$ cat src/rtl/mem_resp_stage_pkg.sv
// Shared load-path definitions: load-width codes, partial-load bit positions
// and the data-path width legality check.
package mem_resp_stage_pkg;

  typedef enum logic [1:0] {
    LD_DWORD = 2'b00,
    LD_BYTE  = 2'b01,
    LD_HALF  = 2'b10,
    LD_WORD  = 2'b11
  } ld_width_e;

  localparam int unsigned LR_LEFT_BIT  = 1;
  localparam int unsigned LR_RIGHT_BIT = 0;

  function automatic bit data_w_legal(input int unsigned w);
    return (w == 32) || (w == 64);
  endfunction

endpackage

$ cat src/rtl/mem_resp_stage_load_align.sv
// Combinational load-data extraction and per-byte register write enables.
module load_align
  import mem_resp_stage_pkg::*;
#(
  parameter  int unsigned DATA_W = 32,
  localparam int unsigned OFF_W  = $clog2(DATA_W / 8),
  localparam int unsigned BE_W   = DATA_W / 8
) (
  input  logic [DATA_W-1:0] rdata,
  input  logic [1:0]        ld_width,
  input  logic              ld_sign,
  input  logic [1:0]        ld_lr,
  input  logic [OFF_W-1:0]  ld_off,
  input  logic              gr_we,
  output logic [DATA_W-1:0] ld_result,
  output logic [BE_W-1:0]   reg_we
);

  localparam int unsigned SH_W = OFF_W + 3;

  logic [2*DATA_W-1:0] dbl;
  logic [SH_W-1:0]     b_sh;
  logic [SH_W-1:0]     h_sh;
  logic [SH_W-1:0]     w_sh;
  logic [SH_W-1:0]     l_sh;
  logic [7:0]          b_lane;
  logic [15:0]         h_lane;
  logic [31:0]         w_lane;
  logic [DATA_W-1:0]   left_data;
  logic [DATA_W-1:0]   right_data;
  logic [BE_W-1:0]     ones;
  ld_width_e           width;

  always_comb begin
    width  = ld_width_e'(ld_width);
    ones   = '1;
    b_sh   = {ld_off, 3'b000};
    h_sh   = SH_W'({ld_off >> 1, 4'b0000});
    w_sh   = SH_W'({ld_off >> 2, 5'b00000});
    // byte (BE_W-1-off) == ~off, so this left shift lands byte off in the MSB
    l_sh   = {~ld_off, 3'b000};
    b_lane = 8'(rdata >> b_sh);
    h_lane = 16'(rdata >> h_sh);
    w_lane = 32'(rdata >> w_sh);
    dbl        = {rdata, rdata};
    left_data  = DATA_W'((dbl << l_sh) >> DATA_W);
    right_data = DATA_W'(dbl >> b_sh);

    ld_result = rdata;
    reg_we    = gr_we ? ones : '0;
    if (ld_lr[LR_LEFT_BIT]) begin
      ld_result = left_data;
      reg_we    = gr_we ? (ones << ~ld_off) : '0;
    end else if (ld_lr[LR_RIGHT_BIT]) begin
      ld_result = right_data;
      reg_we    = gr_we ? (ones >> ld_off) : '0;
    end else begin
      case (width)
        LD_BYTE: ld_result = ld_sign ? DATA_W'(signed'(b_lane)) : DATA_W'(b_lane);
        LD_HALF: ld_result = ld_sign ? DATA_W'(signed'(h_lane)) : DATA_W'(h_lane);
        LD_WORD: ld_result = ld_sign ? DATA_W'(signed'(w_lane)) : DATA_W'(w_lane);
        default: ld_result = rdata;
      endcase
    end
  end

endmodule

$ cat src/rtl/mem_resp_stage.sv
// Memory-response pipeline stage: waits for in-order SRAM read data, buffers it
// under back-pressure and discards responses belonging to flushed loads.
module mem_resp_stage
  import mem_resp_stage_pkg::*;
#(
  parameter  int unsigned DATA_W    = 32,
  parameter  int unsigned MAX_OUTST = 2,
  localparam int unsigned OFF_W     = $clog2(DATA_W / 8),
  localparam int unsigned BE_W      = DATA_W / 8
) (
  input  logic              clk,
  input  logic              resetn,
  input  logic              es_to_ms_valid,
  output logic              ms_allowin,
  input  logic              es_is_load,
  input  logic              es_gr_we,
  input  logic [4:0]        es_dest,
  input  logic [DATA_W-1:0] es_alu_result,
  input  logic [31:0]       es_pc,
  input  logic [1:0]        es_ld_width,
  input  logic              es_ld_sign,
  input  logic [1:0]        es_ld_lr,
  input  logic [OFF_W-1:0]  es_ld_off,
  input  logic              data_sram_data_ok,
  input  logic [DATA_W-1:0] data_sram_rdata,
  input  logic              flush,
  input  logic              ws_allowin,
  output logic              ms_to_ws_valid,
  output logic [BE_W-1:0]   ms_reg_we,
  output logic [4:0]        ms_dest,
  output logic [DATA_W-1:0] ms_final_result,
  output logic [31:0]       ms_pc,
  output logic              ms_load_wait
);

  localparam int unsigned CNT_W = $clog2(MAX_OUTST + 1);

  if (!data_w_legal(DATA_W)) begin : g_bad_data_w
    $error("mem_resp_stage: DATA_W must be 32 or 64");
  end

  logic              ms_valid_q, ms_valid_d;
  logic              buf_valid_q, buf_valid_d;
  logic [CNT_W-1:0]  discard_cnt_q, discard_cnt_d;
  logic [DATA_W-1:0] rdata_buf_q, rdata_buf_d;
  logic              is_load_q, is_load_d;
  logic              gr_we_q, gr_we_d;
  logic [4:0]        dest_q, dest_d;
  logic [DATA_W-1:0] alu_result_q, alu_result_d;
  logic [31:0]       pc_q, pc_d;
  logic [1:0]        ld_width_q, ld_width_d;
  logic              ld_sign_q, ld_sign_d;
  logic [1:0]        ld_lr_q, ld_lr_d;
  logic [OFF_W-1:0]  ld_off_q, ld_off_d;

  logic              data_hit;
  logic              ms_ready_go;
  logic              accept;
  logic              leave;
  logic              cnt_inc;
  logic              cnt_dec;
  logic [DATA_W-1:0] rdata_src;
  logic [1:0]        align_lr;
  logic [DATA_W-1:0] ld_result;
  logic [BE_W-1:0]   we_raw;

  always_comb begin
    // a response only belongs to the resident load once all stale ones are gone
    data_hit    = data_sram_data_ok && (discard_cnt_q == '0);
    ms_ready_go = !is_load_q || buf_valid_q || data_hit;
    ms_allowin  = !ms_valid_q || (ms_ready_go && ws_allowin);
    accept      = es_to_ms_valid && ms_allowin;
    leave       = ms_valid_q && ms_ready_go && ws_allowin;
    cnt_inc     = flush && ms_valid_q && is_load_q && !ms_ready_go;
    cnt_dec     = data_sram_data_ok && (discard_cnt_q != '0);

    ms_valid_d = ms_valid_q;
    if (flush)           ms_valid_d = 1'b0;
    else if (ms_allowin) ms_valid_d = es_to_ms_valid;

    buf_valid_d = buf_valid_q;
    rdata_buf_d = rdata_buf_q;
    if (flush || leave) begin
      buf_valid_d = 1'b0;
    end else if (ms_valid_q && is_load_q && !buf_valid_q && data_hit) begin
      buf_valid_d = 1'b1;
      rdata_buf_d = data_sram_rdata;
    end

    discard_cnt_d = discard_cnt_q;
    if (cnt_inc && !cnt_dec) begin
      if (discard_cnt_q != CNT_W'(MAX_OUTST)) discard_cnt_d = discard_cnt_q + CNT_W'(1);
    end else if (cnt_dec && !cnt_inc) begin
      discard_cnt_d = discard_cnt_q - CNT_W'(1);
    end

    is_load_d    = accept ? es_is_load    : is_load_q;
    gr_we_d      = accept ? es_gr_we      : gr_we_q;
    dest_d       = accept ? es_dest       : dest_q;
    alu_result_d = accept ? es_alu_result : alu_result_q;
    pc_d         = accept ? es_pc         : pc_q;
    ld_width_d   = accept ? es_ld_width   : ld_width_q;
    ld_sign_d    = accept ? es_ld_sign    : ld_sign_q;
    ld_lr_d      = accept ? es_ld_lr      : ld_lr_q;
    ld_off_d     = accept ? es_ld_off     : ld_off_q;

    rdata_src = buf_valid_q ? rdata_buf_q : data_sram_rdata;
    align_lr  = is_load_q ? ld_lr_q : 2'b00;
  end

  always_ff @(posedge clk or negedge resetn) begin
    if (!resetn) begin
      ms_valid_q    <= 1'b0;
      buf_valid_q   <= 1'b0;
      discard_cnt_q <= '0;
    end else begin
      ms_valid_q    <= ms_valid_d;
      buf_valid_q   <= buf_valid_d;
      discard_cnt_q <= discard_cnt_d;
    end
  end

  always_ff @(posedge clk) begin
    rdata_buf_q  <= rdata_buf_d;
    is_load_q    <= is_load_d;
    gr_we_q      <= gr_we_d;
    dest_q       <= dest_d;
    alu_result_q <= alu_result_d;
    pc_q         <= pc_d;
    ld_width_q   <= ld_width_d;
    ld_sign_q    <= ld_sign_d;
    ld_lr_q      <= ld_lr_d;
    ld_off_q     <= ld_off_d;
  end

  load_align #(.DATA_W(DATA_W)) u_load_align (
    .rdata     (rdata_src),
    .ld_width  (ld_width_q),
    .ld_sign   (ld_sign_q),
    .ld_lr     (align_lr),
    .ld_off    (ld_off_q),
    .gr_we     (gr_we_q),
    .ld_result (ld_result),
    .reg_we    (we_raw)
  );

  assign ms_to_ws_valid  = ms_valid_q && ms_ready_go;
  assign ms_load_wait    = ms_valid_q && is_load_q && !ms_ready_go;
  assign ms_reg_we       = ms_valid_q ? we_raw : '0;
  assign ms_final_result = is_load_q ? ld_result : alu_result_q;
  assign ms_dest         = dest_q;
  assign ms_pc           = pc_q;

  a_discard_no_overflow: assert property (@(posedge clk) disable iff (!resetn)
    !(cnt_inc && !cnt_dec && discard_cnt_q == CNT_W'(MAX_OUTST)));

endmodule

$ cat config.mk
export PLATFORM = sky130hd
export DESIGN_NAME = mem_resp_stage
export DESIGN_NICKNAME = d
export VERILOG_FILES = /design/src/rtl/mem_resp_stage_pkg.sv /design/src/rtl/mem_resp_stage_load_align.sv /design/src/rtl/mem_resp_stage.sv
export SDC_FILE = /design/constraint.sdc
export NUM_CORES = 1
export LEC_CHECK = 0
export ABC_AREA = 1
export CORE_MARGIN = 2
export CORE_UTILIZATION = 45
export CTS_CLUSTER_SIZE = 12
export DETAILED_ROUTE_END_ITERATION = 12
export DONT_BUFFER_PORTS = 1
export HOLD_SLACK_MARGIN = 0.02
export SYNTH_ARGS = -nofsm -noshare
export SYNTH_HDL_FRONTEND = slang
export SYNTH_HIERARCHICAL = 1
export SYNTH_SLANG_ARGS = --single-unit
$ cat constraint.sdc
create_clock -name clk -period 7.3 [get_ports clk]
set_input_delay 1.46 -clock clk [delete_from_list [all_inputs] [get_ports clk]]
set_output_delay 1.46 -clock clk [all_outputs]
set_load 0.005 [all_outputs]
==> results of run 1 <==
==> flip-flops by register name, indices dropped and copies added, names as in the netlist <==
register	cells
alu_result_q	32
ms_pc	32
rdata_buf_q	32
ms_dest	5
discard_cnt_q	2
ld_lr_q	2
ld_off_q	2
ld_width_q	2
buf_valid_q	1
gr_we_q	1
is_load_q	1
ld_sign_q	1
ms_valid_q	1
==> placed cells by master (no fill, tap or decap), drive strengths merged, types with 2 or more instances in the layout <==
cell type / Yosys / layout
o21ai: 45 / 45
clkbuf: 11 / 17
clkinvlp: 0 / 2
o211ai: 7 / 7
nand3: 69 / 69
ha: 2 / 2
o21a: 4 / 4
nand4: 4 / 4
nor2: 22 / 22
clkinv: 2 / 2
inv: 51 / 63
nand2: 440 / 440
or2: 5 / 5
a21oi: 48 / 48
buf: 40 / 8
edfxtp: 110 / 110
dfrtp: 4 / 4
==> per-layer routing <==
layer	GRT usage	up-vias	wire [microns]
met5	0	-	0
met4	0.101	0	449
met3	0.0561	35	1010
met2	0.410	226	9650
met1	0.263	2706	7140
li1	-	2807	-
==> where the power goes <==
group	leakage, uW	switching, uW	internal, uW
registers	0.00109	12.4	756
clock network	0.000284	334	485
logic	0.00194	211	83.5
==> Yosys cell counts (2+ instances only) <==
cell type / instances / area share
clkbuf_1: 11 / 0.0061
nand3_2: 5 / 0.0074
o21ai_0: 37 / 0.028
nand3_1: 64 / 0.048
nor2_4: 2 / 0.0033
edfxtp_1: 110 / 0.49
or2_2: 2 / 0.0019
buf_6: 7 / 0.012
o211ai_1: 6 / 0.0067
nor2_1: 20 / 0.011
buf_2: 23 / 0.017
inv_1: 47 / 0.026
o21a_1: 4 / 0.0045
nand2_2: 4 / 0.0037
buf_1: 4 / 0.0022
or2_1: 3 / 0.0028
dfrtp_1: 4 / 0.015
nand2_1: 435 / 0.24
clkinv_1: 2 / 0.0011
o21ai_1: 8 / 0.0060
inv_2: 3 / 0.0017
a21oi_1: 47 / 0.035
nand4_1: 3 / 0.0028
ha_1: 2 / 0.0037
buf_4: 6 / 0.0067
==> critical path: stages, from the launching register on <==
cell      delay (ns)
edfxtp_1        0.32
buf_4           0.36
nand2_1         0.09
inv_1           0.06
buf_4           0.35
clkinv_1        0.90
nand2_1         0.30
inv_1           0.06
a21oi_1         0.23
nand2_1         0.09
nand2_1         0.11
==> per-stage QoR <==
stage	cell area [sq um]	utilization	hold WS (ns)	setup WS, ns
4_1_cts	7320	0.502	0.582	2.54
6_report	7320	0.502	0.580	2.53
3_3_place_gp	6740	0.462	0.529	2.97
2_1_floorplan	6730	-	0.518	1.30
3_5_place_dp	6740	0.462	0.574	3.00
5_1_grt	7320	0.502	0.607	2.18
==> kinds of logic after synthesis <==
group,Yosys count,synth area share
simple gates,542,0.329
flops,114,0.506
compound gates,109,0.0881
buf+inv,104,0.0738
fa+ha+maj,2,0.00372
==> layout make-up <==
class | count | share of cell area
Tap cell | 184 | 0.0314
Inverter | 53 | 0.0275
Clock inverter | 15 | 0.0219
Clock buffer | 17 | 0.0581
Timing Repair Buffer | 8 | 0.00820
Multi-Input combinational cell | 653 | 0.388
Sequential cell | 114 | 0.465
==> final timing paths <==
path,to,from,slack (ns),cells after the start
min in group asynchronous,discard_cnt_q[1],resetn,0.73,0
max,ms_final_result[13],is_load_q,2.53,10
min,discard_cnt_q[1],discard_cnt_q[1],0.58,2
min reg2reg,discard_cnt_q[1],discard_cnt_q[1],0.58,2
max reg2reg,alu_result_q[2],buf_valid_q,4.68,6
max in group asynchronous,buf_valid_q,resetn,6.50,0
==> key figures, run 1 <==
Place
  • Placed Instances: 1,012
  • Number of buffer cells added on primary ports: 0
  • Weighted congestion reported at the end of routability-driven placement: 0.952
  • Post-detail-place hpwl: roughly 13,000 microns

Route
  • Count of vias placed by the detailed router: 5,774
  • Via count normalized by instance count: 5.53
  • DRC: 0
  • Routed Antenna Nets: 0
  • Number of detailed-routing iterations run before antenna repair: 5
  • Routed len/inst: 17.5 microns
  • Final wirelength: 18,300 microns
  • Initial DRC Count: 498

Layout
  • Synth-to-layout area growth: 8.80%
  • Filler Cell Count: 1,396
  • Number of non-filler instances in the completed layout: 1,044
  • Count of nets after finishing: 965
  • Fraction of layout cells with a size suffix above 1: 0.0721
  • Antenna Cells: 0
  • Multi-input combinational cell area: around 2800 sq um
  • FF/Latch Area: 3400 sq um

Floorplanning
  • Floorplan die area: 15,900 sq um
  • Core Footprint: ~15,000 sq um
  • Std-Cell Rows: 44
  • Die Span Y: ~130 microns
  • I/O Pins: 192
  • Starting Density: 0.461
  • X dimension of the die: approximately 130 microns

STA
  • Relative slew slack: 0.197
  • Number of max-slew violations in the final report: 0
  • Worst Max-Slew Pin Slew: 1.20 ns
  • Final clock period utilization by the worst path: 0.654
  • Setup-failing EPs final: 0
  • Worst Skew: roughly 0.0087 ns
  • Hold Violations, Final: 0
  • Achievable Freq: 0.210 GHz
  • RSZ-0062 raised after global routing: false
  • Accumulated negative setup slack: 0 ns
  • Min Clock Period, post-route: approximately 4.8 ns

Clock tree
  • Hold-fix buffer count after cts: 0
  • # Post-CTS Setup Buffers: 0
  • CTS tree: built
  • Number of sinks handled by clock tree synthesis: 114
  • TritonCTS Buffers: 17
  • Post-cts repair resize count: 0
  • Root Driver: clkbuf_16
  • H-tree lvl count: 4
  • Latest clock arrival within the worst-skew pair: 0.42 ns
  • Reg clk slew, reported paths: 0.06 ns
  • Max clock buf depth: 2

Yosys
  • Mean area per synthesized cell: 7.73 sq um
  • Nets in the synthesized netlist: slightly below 1,000
  • Synth Flop Type: edfxtp_1
  • Post-synthesis cell count: between 800 and 900
  • Post-synthesis instance area: roughly 6700 sq um
  • Fraction of registers with async set or reset after synthesis: 0.0351
  • Post-synthesis sequential area ratio: 0.506
  • Distinct cell type count after synthesis: 37
  • Synthesis-stage register bit count: 114
  • Warnings from Yosys: 6
  • Number of flops mapped to enable cells by yosys: between 100 and 150

Power and ir drop
  • Worst vdd rail ir drop: 212 uV
  • Cell leakage power: 0.00332 uW
  • Pwr Total: 1880 uW
  • Areal power density over the cells: 257 nW/um^2

Worst setup path
  • Worst setup SP type: register
  • Required arrival time at the worst endpoint: 5.84 ns
  • Worst setup path class: reg -> out
  • Arr. time, crit path: around 3.3 ns
  • Critical Path Sink Type: output port
  • Maximum fanout along the worst path: 39

GRT
  • Number of global-route vias before repair: 5,851
  • Global-route wire length before repair: ~29,000 microns
  • Pin count of the biggest net entering global routing: 79
  • Total global routing track utilization: 0.230
  • Number of antenna violations at the first check in global routing: 0
  • Gr ovfl total: 0

Job
  • Number of max-cap violations: 0

Status
  • Run status: finished, final reports clean

Hold path
  • Worst min path class: reg -> reg
No activity file was read; power rests on OpenSTA's default activity.
==> run 2, diff against run 1 <==
clock period = 4.95 ns   (was 7.3 ns; I/O delays follow)
==> key figures, run 2 (synthesized netlist as in run 1, its figures left out) <==
Status
  • Run status: finished, final reports clean

Route
  • Initial DRC Count: 573 (+15%)
  • Via count normalized by instance count: 5.49 (-0.72%)
  • DRC: 0 (unchanged)
  • Routed Antenna Nets: 0 (unchanged)
  • Final wirelength: 18,900 microns (+3.6%)
  • Number of detailed-routing iterations run before antenna repair: 5 (unchanged)
  • Count of vias placed by the detailed router: 5,749 (-0.43%)
  • Routed len/inst: 18.1 microns (+3.3%)

Worst setup path
  • Maximum fanout along the worst path: 33 (-15%)
  • Required arrival time at the worst endpoint: 3.96 ns (-1.88 ns)
  • Worst setup SP type: register
  • Slowest-stage cell, CP: a21oi_1
  • Critical Path Sink Type: output port
  • Most prevalent standard cell on the critical path: a21oi_1
  • Worst setup path class: reg -> out
  • Delay of the slowest cell on the worst path: 0.83 ns (-0.07 ns)
  • Arr. time, crit path: 2.88 ns (-0.43 ns)
  • CP Cell Sequence: inv_1 -> ha_1 -> buf_4 -> a21oi_1 -> o21ai_0 -> a21oi_1 -> a21oi_1 -> nand2_1 -> nand2_1

Clock tree
  • Reg clk slew, reported paths: 0.06 ns (about the same)
  • CTS tree: built
  • Max clock buf depth: 2 (unchanged)
  • TritonCTS Buffers: 17 (unchanged)
  • Number of sinks handled by clock tree synthesis: 114 (unchanged)
  • H-tree lvl count: 4 (unchanged)
  • Latest clock arrival within the worst-skew pair: 0.42 ns (about the same)
  • Post-cts repair resize count: 0 (unchanged)
  • Hold-fix buffer count after cts: 0 (unchanged)
  • Root Driver: clkbuf_16
  • # Post-CTS Setup Buffers: 0 (unchanged)

STA
  • Worst path setup slack after routing: 1.08 ns (-1.45 ns)
  • Hold Violations, Final: 0 (unchanged)
  • Accumulated negative setup slack: 0 ns (unchanged)
  • Achievable Freq: 0.258 GHz
  • Setup-failing EPs final: 0 (unchanged)
  • Final clock period utilization by the worst path: 0.782
  • Min Clock Period, post-route: about 3.9 ns
  • Worst Max-Slew Pin Slew: 1.02 ns (-0.187 ns)
  • Worst hold margin: 0.265 ns (-0.315 ns)
  • RSZ-0062 raised after global routing: false
  • Worst Skew: 0.00655 ns (-0.00214 ns)
  • Relative slew slack: 0.322 (+0.124)
  • Number of max-slew violations in the final report: 0 (unchanged)

GRT
  • Pin count of the biggest net entering global routing: 79 (unchanged)
  • Number of antenna violations at the first check in global routing: 1 (+1)
  • Gr ovfl total: 0 (unchanged)
  • Number of global-route vias before repair: 5,862 (+0.19%)
  • Global-route wire length before repair: 30,000 microns (+3.7%)
  • Total global routing track utilization: 0.242 (+0.0116)

Floorplanning
  • Floorplan die area: 15,900 sq um (unchanged)
  • X dimension of the die: 126 microns (unchanged)
  • Std-Cell Rows: 44 (unchanged)
  • Starting Density: 0.461 (unchanged)
  • Core Footprint: 14,600 sq um (unchanged)
  • I/O Pins: 192 (unchanged)
  • Die Span Y: 126 microns (unchanged)

Power and ir drop
  • Cell leakage power: 0.00334 uW (+0.66%)
  • Switching Fraction: 0.280 (-0.0163)
  • Areal power density over the cells: 384 nW/um^2 (+49%)
  • Net switching power of the design: 791 uW (+42%)
  • Total internal power: 2040 uW (+54%)
  • Sequential share of power: 0.403 (-0.005)
  • Fraction of power consumed by the clock network: 0.442 (+0.007)
  • Portion of total power attributed to combinational logic: 0.155 (-0.002)
  • Worst vdd rail ir drop: 224 uV (+5.8%)

Job
  • Number of max-cap violations: 0 (unchanged)

Layout
  • Fraction of layout cells with a size suffix above 1: 0.0753 (+0.00323)
  • Filler Cell Count: 1,441 (+3.2%)
  • Multi-input combinational cell area: 2840 sq um (unchanged)
  • Most frequent cells in the layout: nand2_1 (435), edfxtp_1 (110), nand3_1 (64)
  • Count of nets after finishing: 969 (+0.41%)
  • Commonest non-fill, non-tap cell in the layout: nand2_1
  • Antenna Cells: 0 (unchanged)
  • Synth-to-layout area growth: 9.52%
  • FF/Latch Area: 3400 sq um (unchanged)
  • Share of the core filled with cells: 0.505 (+0.00334)

Hold path
  • Worst min path class: in -> async

Place
  • Post-detail-place hpwl: 13,300 microns (+4.9%)
  • Weighted congestion reported at the end of routability-driven placement: 0.909 (-4.5%)
  • Number of buffer cells added on primary ports: 0 (unchanged)
  • Placement-stage worst setup slack: 1.56 ns (-1.44 ns)
-- run 2: changes by cell type in the layout (fill, tap and decap cells not counted) --
cell        previous run  this run
clkinv_2               0         1
bufinv_16              1         3
inv_6                  8         5
clkinvlp_4             2         3
clkinv_4               0         2
buf_4                  8        12
inv_8                  4         0
-- run 2: worst paths after layout --
kind	slack [ns]	depth (start not counted)	from	end
max	1.08	9	ld_width_q[0]	ms_final_result[4]
min reg2reg	0.56	2	discard_cnt_q[1]	discard_cnt_q[1]
min	0.26	0	resetn	discard_cnt_q[0]
max in group asynchronous	4.61	0	resetn	ms_valid_q
max reg2reg	2.55	5	is_load_q	ms_pc[5]
min in group clk	0.56	2	discard_cnt_q[1]	discard_cnt_q[1]
-- run 2: power groups by stage --
| stage | clock [uW] | sequential [uW] | combinational [uW] |
|---|---|---|---|
| floorplan | 0 | 1150 | 340 |
| global placement | 0 | 1160 | 432 |
| detailed placement | 0 | 1160 | 435 |
| CTS | 1280 | 1140 | 437 |
| global route | 1320 | 1140 | 496 |
| finish | 1250 | 1140 | 438 |
-- run 2: final cells by class --
| cell class | instances | share of cell area |
|---|---|---|
| Clock buffer | 17 | 0.0577 |
| Clock inverter | 14 | 0.0243 |
| Inverter | 53 | 0.0273 |
| Multi-Input combinational cell | 653 | 0.385 |
| Sequential cell | 114 | 0.462 |
| Tap cell | 184 | 0.0312 |
| Timing Repair Buffer | 12 | 0.0122 |
-- run 2: worst max-delay path, delay by kind of cell (launching register included) --
family | cells | cell delay [ns]
AO/OA/AOI/OAI | 4 | 1.34
adder cells (fa/ha/maj) | 1 | 0.22
buffers and inverters | 2 | 0.33
flip-flops | 1 | 0.40
AND/OR/NAND/NOR | 2 | 0.17
-- run 2: layer usage --
| metal | global-route usage | vias to the layer above | wire (microns) |
|---|---|---|---|
| li1 | - | 2808 | - |
| met1 | 0.267 | 2666 | 7270 |
| met2 | 0.430 | 224 | 9940 |
| met3 | 0.0667 | 49 | 991 |
| met4 | 0.116 | 2 | 701 |
| met5 | 0 | - | 12 |
-- run 2: through the flow --
step	area, sq um	power [uW]	std cells
floorplan	6730	1490	871
global placement	6770	1590	1016
detailed placement	6770	1590	1016
CTS	7370	2850	1047
global route	7370	2960	1047
finish	7370	2830	1047
